$ cat config.mk
export PLATFORM = sky130hd
export DESIGN_NAME = vc_meta_lru_array_flat
export DESIGN_NICKNAME = d
export VERILOG_FILES = /design/src/rtl/vc_meta_lru_if.sv /design/src/rtl/vc_meta_lru_array.sv /design/src/flat_wrapper.sv
export SDC_FILE = /design/constraint.sdc
export NUM_CORES = 1
export LEC_CHECK = 0
export BUFFER_PORTS_ARGS = -buffer_cell sky130_fd_sc_hd__buf_2
export CAP_MARGIN = 30
export CORE_MARGIN = 1.5
export CORE_UTILIZATION = 30
export CTS_CLUSTER_DIAMETER = 100
export DETAILED_ROUTE_END_ITERATION = 7
export PLACE_DENSITY_LB_ADDON = 0.25
export SLEW_MARGIN = 15
export SYNTH_ARGS = -nofsm -noshare
export SYNTH_HDL_FRONTEND = slang
export SYNTH_SLANG_ARGS = --single-unit
$ cat constraint.sdc
create_clock -name clk -period 7.6 [get_ports clk]
set_clock_uncertainty 0.05 [all_clocks]
set_input_delay 1.14 -clock clk [delete_from_list [all_inputs] [get_ports clk]]
set_output_delay 1.14 -clock clk [all_outputs]
set_load 0.01 [all_outputs]
$ cat src/rtl/vc_meta_lru_if.sv
// Request/response bundle between the victim-cache controller and its metadata/LRU store.
// The controller side is master; the store is slave.
interface vc_meta_lru_if #(
    parameter int unsigned VC_SIZE = 8,
    parameter int unsigned META_W  = 2
);
    localparam int unsigned IDX_W = $clog2(VC_SIZE);

    logic              rd_en;
    logic [IDX_W-1:0]  rd_idx;
    logic [META_W-1:0] rd_data;
    logic              rd_valid;
    logic              wr_en;
    logic [IDX_W-1:0]  wr_idx;
    logic [META_W-1:0] wr_data;
    logic [META_W-1:0] wr_bmask;
    logic              touch_en;
    logic [IDX_W-1:0]  touch_idx;
    logic              inv_all;
    logic [IDX_W-1:0]  victim_idx;
    logic              all_valid;

    modport master (
        output rd_en, rd_idx, wr_en, wr_idx, wr_data, wr_bmask, touch_en, touch_idx, inv_all,
        input  rd_data, rd_valid, victim_idx, all_valid
    );

    modport slave (
        input  rd_en, rd_idx, wr_en, wr_idx, wr_data, wr_bmask, touch_en, touch_idx, inv_all,
        output rd_data, rd_valid, victim_idx, all_valid
    );
endinterface

$ cat src/rtl/vc_meta_lru_array.sv
// Victim-cache metadata store: masked writes, write-first registered reads, flush,
// and true-LRU ages that drive victim selection.
module vc_meta_lru_array #(
    parameter int unsigned VC_SIZE   = 8,
    parameter int unsigned META_W    = 2,
    parameter int unsigned VALID_BIT = 0,
    localparam int unsigned IDX_W    = $clog2(VC_SIZE)
) (
    input logic           clk,
    input logic           rst,
    vc_meta_lru_if.slave  bus
);

    logic [META_W-1:0] meta_q [VC_SIZE];
    logic [META_W-1:0] meta_d [VC_SIZE];
    logic [IDX_W-1:0]  age_q  [VC_SIZE];
    logic [IDX_W-1:0]  age_d  [VC_SIZE];
    logic [META_W-1:0] rd_data_q;
    logic              rd_valid_q;
    logic [IDX_W-1:0]  touch_age;
    logic [VC_SIZE-1:0] valid_vec;
    logic [IDX_W-1:0]  invalid_idx;
    logic [IDX_W-1:0]  lru_idx;

    // Flush wins over a same-cycle write; the read port sees this merged next state.
    always_comb begin
        for (int i = 0; i < int'(VC_SIZE); i++) begin
            meta_d[i] = meta_q[i];
            if (bus.inv_all) begin
                meta_d[i] = '0;
            end else if (bus.wr_en && bus.wr_idx == IDX_W'(i)) begin
                meta_d[i] = (meta_q[i] & ~bus.wr_bmask) | (bus.wr_data & bus.wr_bmask);
            end
        end
    end

    // Entries younger than the touched one age by one; the touched one becomes MRU.
    always_comb begin
        touch_age = age_q[bus.touch_idx];
        for (int i = 0; i < int'(VC_SIZE); i++) begin
            age_d[i] = age_q[i];
            if (bus.touch_en) begin
                if (bus.touch_idx == IDX_W'(i)) begin
                    age_d[i] = '0;
                end else if (age_q[i] < touch_age) begin
                    age_d[i] = age_q[i] + IDX_W'(1);
                end
            end
        end
    end

    always_ff @(posedge clk) begin
        if (rst) begin
            for (int i = 0; i < int'(VC_SIZE); i++) begin
                meta_q[i] <= '0;
                age_q[i]  <= IDX_W'(i);
            end
            rd_data_q  <= '0;
            rd_valid_q <= 1'b0;
        end else begin
            for (int i = 0; i < int'(VC_SIZE); i++) begin
                meta_q[i] <= meta_d[i];
                age_q[i]  <= age_d[i];
            end
            rd_valid_q <= bus.rd_en;
            if (bus.rd_en) begin
                rd_data_q <= meta_d[bus.rd_idx];
            end
        end
    end

    always_comb begin
        for (int i = 0; i < int'(VC_SIZE); i++) begin
            valid_vec[i] = meta_q[i][VALID_BIT];
        end
    end

    // Downward scan so the lowest invalid index is the last assignment.
    always_comb begin
        invalid_idx = '0;
        for (int i = int'(VC_SIZE) - 1; i >= 0; i--) begin
            if (!valid_vec[i]) begin
                invalid_idx = IDX_W'(i);
            end
        end
    end

    always_comb begin
        lru_idx = '0;
        for (int i = 0; i < int'(VC_SIZE); i++) begin
            if (age_q[i] == IDX_W'(VC_SIZE - 1)) begin
                lru_idx = IDX_W'(i);
            end
        end
    end

    assign bus.all_valid  = &valid_vec;
    assign bus.victim_idx = bus.all_valid ? lru_idx : invalid_idx;
    assign bus.rd_data    = rd_data_q;
    assign bus.rd_valid   = rd_valid_q;

endmodule

$ cat src/flat_wrapper.sv
// flat-port wrapper written by rule: the top's interface ports become plain ports
module vc_meta_lru_array_flat 
#(
    parameter int unsigned VC_SIZE   = 8,
    parameter int unsigned META_W    = 2,
    parameter int unsigned VALID_BIT = 0,
    localparam int unsigned IDX_W    = $clog2(VC_SIZE)
)
  (clk, rst, bus_rd_en, bus_rd_idx, bus_wr_en, bus_wr_idx, bus_wr_data, bus_wr_bmask, bus_touch_en, bus_touch_idx, bus_inv_all, bus_rd_data, bus_rd_valid, bus_victim_idx, bus_all_valid);
  vc_meta_lru_if #(.VC_SIZE(VC_SIZE), .META_W(META_W)) bus_i ();
  input logic clk;
  input logic rst;
  input wire logic [$bits(bus_i.rd_en)-1:0] bus_rd_en;
  input wire logic [$bits(bus_i.rd_idx)-1:0] bus_rd_idx;
  input wire logic [$bits(bus_i.wr_en)-1:0] bus_wr_en;
  input wire logic [$bits(bus_i.wr_idx)-1:0] bus_wr_idx;
  input wire logic [$bits(bus_i.wr_data)-1:0] bus_wr_data;
  input wire logic [$bits(bus_i.wr_bmask)-1:0] bus_wr_bmask;
  input wire logic [$bits(bus_i.touch_en)-1:0] bus_touch_en;
  input wire logic [$bits(bus_i.touch_idx)-1:0] bus_touch_idx;
  input wire logic [$bits(bus_i.inv_all)-1:0] bus_inv_all;
  output wire logic [$bits(bus_i.rd_data)-1:0] bus_rd_data;
  output wire logic [$bits(bus_i.rd_valid)-1:0] bus_rd_valid;
  output wire logic [$bits(bus_i.victim_idx)-1:0] bus_victim_idx;
  output wire logic [$bits(bus_i.all_valid)-1:0] bus_all_valid;
  assign bus_i.rd_en = bus_rd_en;
  assign bus_i.rd_idx = bus_rd_idx;
  assign bus_i.wr_en = bus_wr_en;
  assign bus_i.wr_idx = bus_wr_idx;
  assign bus_i.wr_data = bus_wr_data;
  assign bus_i.wr_bmask = bus_wr_bmask;
  assign bus_i.touch_en = bus_touch_en;
  assign bus_i.touch_idx = bus_touch_idx;
  assign bus_i.inv_all = bus_inv_all;
  assign bus_rd_data = bus_i.rd_data;
  assign bus_rd_valid = bus_i.rd_valid;
  assign bus_victim_idx = bus_i.victim_idx;
  assign bus_all_valid = bus_i.all_valid;
  vc_meta_lru_array #(.VC_SIZE(VC_SIZE), .META_W(META_W), .VALID_BIT(VALID_BIT)) u_core (.clk(clk), .rst(rst), .bus(bus_i));
endmodule
==> flow_summary.yaml, run 1 <==
setup_path:
  cp.arrival_ns: 4.18
  end_kind: "flop"
  worst_setup_path_start_kind: "primary input"
  cp_top_family: "multiplexers"
  rr_endpoint: "u_core.age_q[0][2]"
  crit_required_ns: 7.78
  cp_num_buf_inv: 1
  path_max_fanout: 14
  r2r_cells: 7
  timing.rr.start: "u_core.age_q[6][2]"
  reg2reg_slack_ns: 4.42
  slowest_stage: "mux2i_1"
  crit_chain: "buf_2 -> mux4_2 -> mux2i_1 -> ha_1 -> a2111oi_2 -> o31ai_1 -> or4b_1 -> a21oi_1"
  slowest_delay_ns: 0.65
  crit_type: "in -> reg"
cells_and_area:
  register_area_um2: 860.8
  layout_commonest_cell: "dfxtp_1"
  fill_cells: 985
  diodes: 0
  multiInputGateArea_um2: 1938
  nNetsFinal: 397
  drive_gt1_share_pct: 14.12
  mostFrequentLayoutCells: "43 x dfxtp_1, 33 x nor2_1, 31 x ha_1"
  area_delta_synth_final_pct: 11.42
hold_path:
  whs_endpoint: "u_core.meta_q[0][1]"
  min_from: "u_core.meta_q[0][1]"
  hold_path.class: "reg -> reg"
  hold_depth: 2
place:
  post-dp-hpwl_mm: 4.986
  place_congestion: 0.7821
  io_buffers: 25
synthesis:
  synth_top_cells_by_area: "dfxtp_1 30%, ha_1 13%, mux2i_1 6.9%, mux4_2 4.7%, nor2_1 4.3%"
  synth_top_area_share_pct: 29.87
  syn_nets: 377
  post-synth-top-area-cell: "dfxtp_1"
  synth_edf_count: 0
  synth_seq_cells: 43
  avgSynthCellArea_um2: 8.812
  synthArstFlopShare_pct: 0
  syn_inst: 327
  syn_area_um2: 2882
  synth_seq_area_share_pct: 29.87
  synth_top_flop_cell: "dfxtp_1"
  synth_cell_types: 46
  yosysWarnings: 0
routing:
  drc: 0
  wl_per_cell_um: 13.96
  via_per_inst: 5.275
  drt-pass1-iter-count: 4
  dr_total_vias: 2511
  dr.first_iter.drc_count: 91
  ant_nets: 0
  wl_mm: 6.643
clocking:
  clock-root-buffer: "clkbuf_8"
  post_cts_resized: 0
  clock_latency_ns: 0.30
  htreeDepth: 2
  cts_hold_buffers: 0
  cts_setup_buffers: 0
  cts_buffers: 5
  cts_tree: "built"
  clkSinkCount: 43
  clockBufferDepth: 2
  path_clk_slew_ns: 0.08
die:
  coreArea_um2: 9284
  start_util_pct: 31.04
  ios: 26
  die_height_um: 101.0
  rows: 35
  fp.dieArea_um2: 10200
  dieWidth_um: 101.0
sta:
  fin_tns_setup_ns: 0
  fmax_mhz: 249.8
  setup_viol_count_final: 0
  relSlewSlack_pct: 44.28
  slew_viol_final: 0
  post-route-period-util_pct: 52.68
  fin_crit_ns: 4.004
  hold_violations: 0
  worstMarginPinSlew_ns: 0.8126
  rsz0062_at_grt: "no"
outcome:
  outcome: "complete, no violations"
power_and_ir_drop:
  swShare_pct: 37.68
  power_frac_clock_pct: 19.9
  internal_power_uw: 475.6
  p_leak_nw: 1.234
  switchingPower_uw: 287.6
  ir_worst_vdd_v: 0.00008429
  totalPowerFinal_uw: 763.2
  p_seq_share_pct: 39.8
  p_comb_share_pct: 40.3
  power_density_nw_per_um2: 237.7
run:
  cap_violations: 0
grt:
  track_usage_pct: 13.62
  grt_start_max_net_pins: 21
  grt_pass1_vias: 2366
  antenna_found_initial: 0
  grt_pass1_wl_mm: 11.11
  globalRouteOverflowTotal: 0
## worst max-delay path by stage
stage	slack [ns]	endpoint	depth (start not counted)	startpoint
after CTS	3.62	u_core.age_q[0][2]	8	bus_touch_idx[0]
after floorplan	3.56	u_core.age_q[0][2]	8	bus_touch_idx[0]
final	3.60	u_core.age_q[0][2]	8	bus_touch_idx[0]
after global routing	3.41	u_core.age_q[0][2]	8	bus_touch_idx[0]
after detailed placement	3.30	u_core.age_q[0][2]	8	bus_touch_idx[0]
after global placement	3.33	u_core.age_q[0][2]	8	bus_touch_idx[0]
## area by class of cell
cell class / instances / area share (%)
inverters: 10 / 1.169
repair buffers: 25 / 3.897
flip-flops and latches: 43 / 26.81
clock buffers: 6 / 2.572
clock inverters: 1 / 0.1559
well taps: 129 / 5.027
multi-input cells: 262 / 60.37
## worst register-to-register path, cell delays in order (launching register included)
cell	delay [ns]
dfxtp_1	0.36
mux4_2	0.48
mux2i_1	0.65
ha_1	0.39
a2111oi_2	0.36
o31ai_1	0.19
or4b_1	0.50
a21oi_1	0.15
## routing by layer
metal | part of all wire (%) | vias up | GRT usage (%)
met5 | 0 | - | 0
met4 | 1.3 | 0 | 4.060
met3 | 3.2 | 5 | 2.635
met2 | 45 | 33 | 22.30
met1 | 50 | 1191 | 18.17
li1 | - | 1282 | -
## synthesized netlist by cell type (3+ instances only)
master / count
nor3_1: 7
mux2i_1: 20
o211ai_1: 7
a21oi_1: 18
a2111oi_0: 6
o21a_1: 9
dfxtp_1: 43
nor3b_1: 4
clkbuf_1: 10
nor4_1: 3
nor2_1: 33
a31o_2: 4
nand2_1: 30
nand3_1: 6
nand3b_1: 5
inv_1: 10
nand2b_1: 6
o21ai_0: 20
a211oi_1: 5
or3_1: 6
o31ai_1: 3
mux4_2: 6
ha_1: 31
## power by group through the flow
| stage | Clock (mW) | Combinational, mW | Sequential, mW |
|---|---|---|---|
| after floorplan | 0 | 0.247 | 0.292 |
| after global placement | 0 | 0.297 | 0.308 |
| after detailed placement | 0 | 0.308 | 0.308 |
| after CTS | 0.157 | 0.311 | 0.303 |
| after global routing | 0.166 | 0.359 | 0.310 |
| final | 0.152 | 0.308 | 0.303 |
## through the flow
| step | cells | hold slack, ns | area, um2 | setup WS (ns) | utilization, % |
|---|---|---|---|---|---|
| 2_1_floorplan | 327 | 0.4119 | 2882 | 3.563 | - |
| 3_3_place_gp | 469 | 0.4309 | 3123 | 3.331 | 33.64 |
| 3_5_place_dp | 469 | 0.4462 | 3123 | 3.299 | 33.64 |
| 4_1_cts | 476 | 0.4626 | 3211 | 3.616 | 34.58 |
| 5_1_grt | 476 | 0.4858 | 3211 | 3.414 | 34.58 |
| 6_report | 476 | 0.4582 | 3211 | 3.596 | 34.58 |
## state kept, by name, summed over array words and instances (netlist names)
| name | count |
|---|---|
| u_core.bus.rd_valid | 1 |
| u_core.bus.rd_data | 2 |
| u_core.meta_q | 16 |
| u_core.age_q | 24 |
## cell families after synthesis
group | synth area share (%)
AND/OR/NAND/NOR | 19.58
AO/OA/AOI/OAI | 21.80
flip-flops | 29.87
adder cells (fa/ha/maj) | 13.46
multiplexers | 12.42
buffers and inverters | 2.866
No activity file was read; power rests on OpenSTA's default activity.
==> run 2, diff against run 1 <==
==> constraint.sdc (replaced) <==
create_clock -name clk -period 3.2 [get_ports clk]
set_clock_uncertainty 0.05 [all_clocks]
set_input_delay 0.48 -clock clk [delete_from_list [all_inputs] [get_ports clk]]
set_output_delay 0.48 -clock clk [all_outputs]
set_load 0.01 [all_outputs]
==> flow_summary.yaml, run 2 (same netlist as run 1, synthesis figures left out) <==
outcome:
  outcome: "complete, no violations"
clocking:
  clkSinkCount: 43
  cts_hold_buffers: 0
  clockBufferDepth: 2
  clock_latency_ns: 0.30
  cts_setup_buffers: 0
  cts_buffers: 5
  post_cts_resized: 0
  cts_tree: "built"
  clock-root-buffer: "clkbuf_8"
  path_clk_slew_ns: 0.08
  htreeDepth: 2
routing:
  via_per_inst: 5.140
  dr.first_iter.drc_count: 90
  ant_nets: 0
  wl_per_cell_um: 13.98
  wl_mm: 6.781
  drt-pass1-iter-count: 4
  dr_total_vias: 2493
  drc: 0
grt:
  grt_start_max_net_pins: 21
  grt_pass1_vias: 2343
  grt_pass1_wl_mm: 11.59
  antenna_found_initial: 0
  globalRouteOverflowTotal: 0
  track_usage_pct: 14.48
cells_and_area:
  largest_reg_flops: 24
  mostFrequentLayoutCells: "43 x dfxtp_1, 33 x nor2_1, 31 x ha_1"
  fill_cells: 995
  drive_gt1_share_pct: 16.57
  final_core_util_pct: 35.55
  max_flop_register: "u_core.age_q"
  area_delta_synth_final_pct: 14.55
  layout_commonest_cell: "dfxtp_1"
  nNetsFinal: 406
  register_area_um2: 860.8
  multiInputGateArea_um2: 1942
  diodes: 0
die:
  die_height_um: 101.0
  coreArea_um2: 9284
  start_util_pct: 31.04
  ios: 26
  rows: 35
  fp.dieArea_um2: 10200
  dieWidth_um: 101.0
hold_path:
  hold_path.class: "in -> reg"
  min_from: "bus_rd_en"
sta:
  fin_crit_ns: 2.721
  setup_viol_count_final: 0
  relSlewSlack_pct: 56.40
  fin_tns_setup_ns: 0
  slew_viol_final: 0
  fin_worst_hold_slack_ns: 0.3957
  rsz0062_at_grt: "no"
  worstMarginPinSlew_ns: 0.6484
  post-route-period-util_pct: 85.03
  hold_violations: 0
  fmax_mhz: 367.5
setup_path:
  timing.rr.start: "u_core.age_q[7][2]"
  critPathLaunch: "u_core.age_q[7][2]"
  worst_setup_path_start_kind: "flop"
  end_kind: "flop"
  path_max_fanout: 5
  crit_required_ns: 3.38
  cp.arrival_ns: 2.90
  crit_type: "reg -> reg"
place:
  post-dp-hpwl_mm: 5.178
  io_buffers: 25
  place_congestion: 0.7766
run:
  cap_violations: 0
power_and_ir_drop:
  ir_worst_vdd_v: 0.0002708
  power_density_nw_per_um2: 580.8
  p_leak_nw: 1.278
run 2: cell count changes in the layout (fill, tap and decap cells not counted):
cell	change
clkinv_2	-1
clkinvlp_4	+1
bufinv_16	+1
buf_4	+9
mux2i_2	+1
mux2i_1	-1
clkbuf_8	-1
run 2: worst paths after layout:
path	cells after the start	slack (ns)	endpoint
worst max-delay path	8	0.48	u_core.age_q[1][2]
worst min-delay path	2	0.40	u_core.bus.rd_data[0]
worst max register to register	8	0.48	u_core.age_q[1][2]
worst min register to register	2	0.46	u_core.age_q[3][2]
run 2: power by group:
part	switching (mW)	internal, mW
registers	0.106	0.617
logic	0.393	0.376
clock network	0.197	0.228
run 2: per-stage QoR:
step / worst slack, ns / instances / total power, mW / area (um2)
2_1_floorplan: 0.01868 / 327 / 1.283 / 2887
3_3_place_gp: 0.2217 / 478 / 1.484 / 3194
3_5_place_dp: 0.1730 / 478 / 1.501 / 3194
4_1_cts: 0.4537 / 485 / 1.940 / 3301
5_1_grt: 0.2099 / 485 / 2.102 / 3301
6_report: 0.4790 / 485 / 1.917 / 3301
run 2: area by class of cell:
cell class                      instances  area share (%)
Multi-Input combinational cell        262           58.83
Sequential cell                        43           26.08
Clock buffer                            5           2.085
Tap cell                              129           4.890
Clock inverter                          2           1.137
Inverter                               10           1.137
Timing Repair Buffer                   34           5.838
run 2: metal layers:
layer	track usage [%]	share of wire, %	vias up
li1	-	-	1295
met4	5.235	1.5	0
met5	0	0	-
met1	20.08	52	1174
met2	22.61	45	17
met3	2.427	2.0	7
run 2: worst max-delay path: stages, from the launching register on:
cell,delay [ns]
dfxtp_1,0.37
mux4_2,0.50
mux2i_2,0.22
buf_4,0.17
ha_1,0.23
a2111oi_0,0.41
o21ai_1,0.18
or3b_1,0.37
a21oi_1,0.15
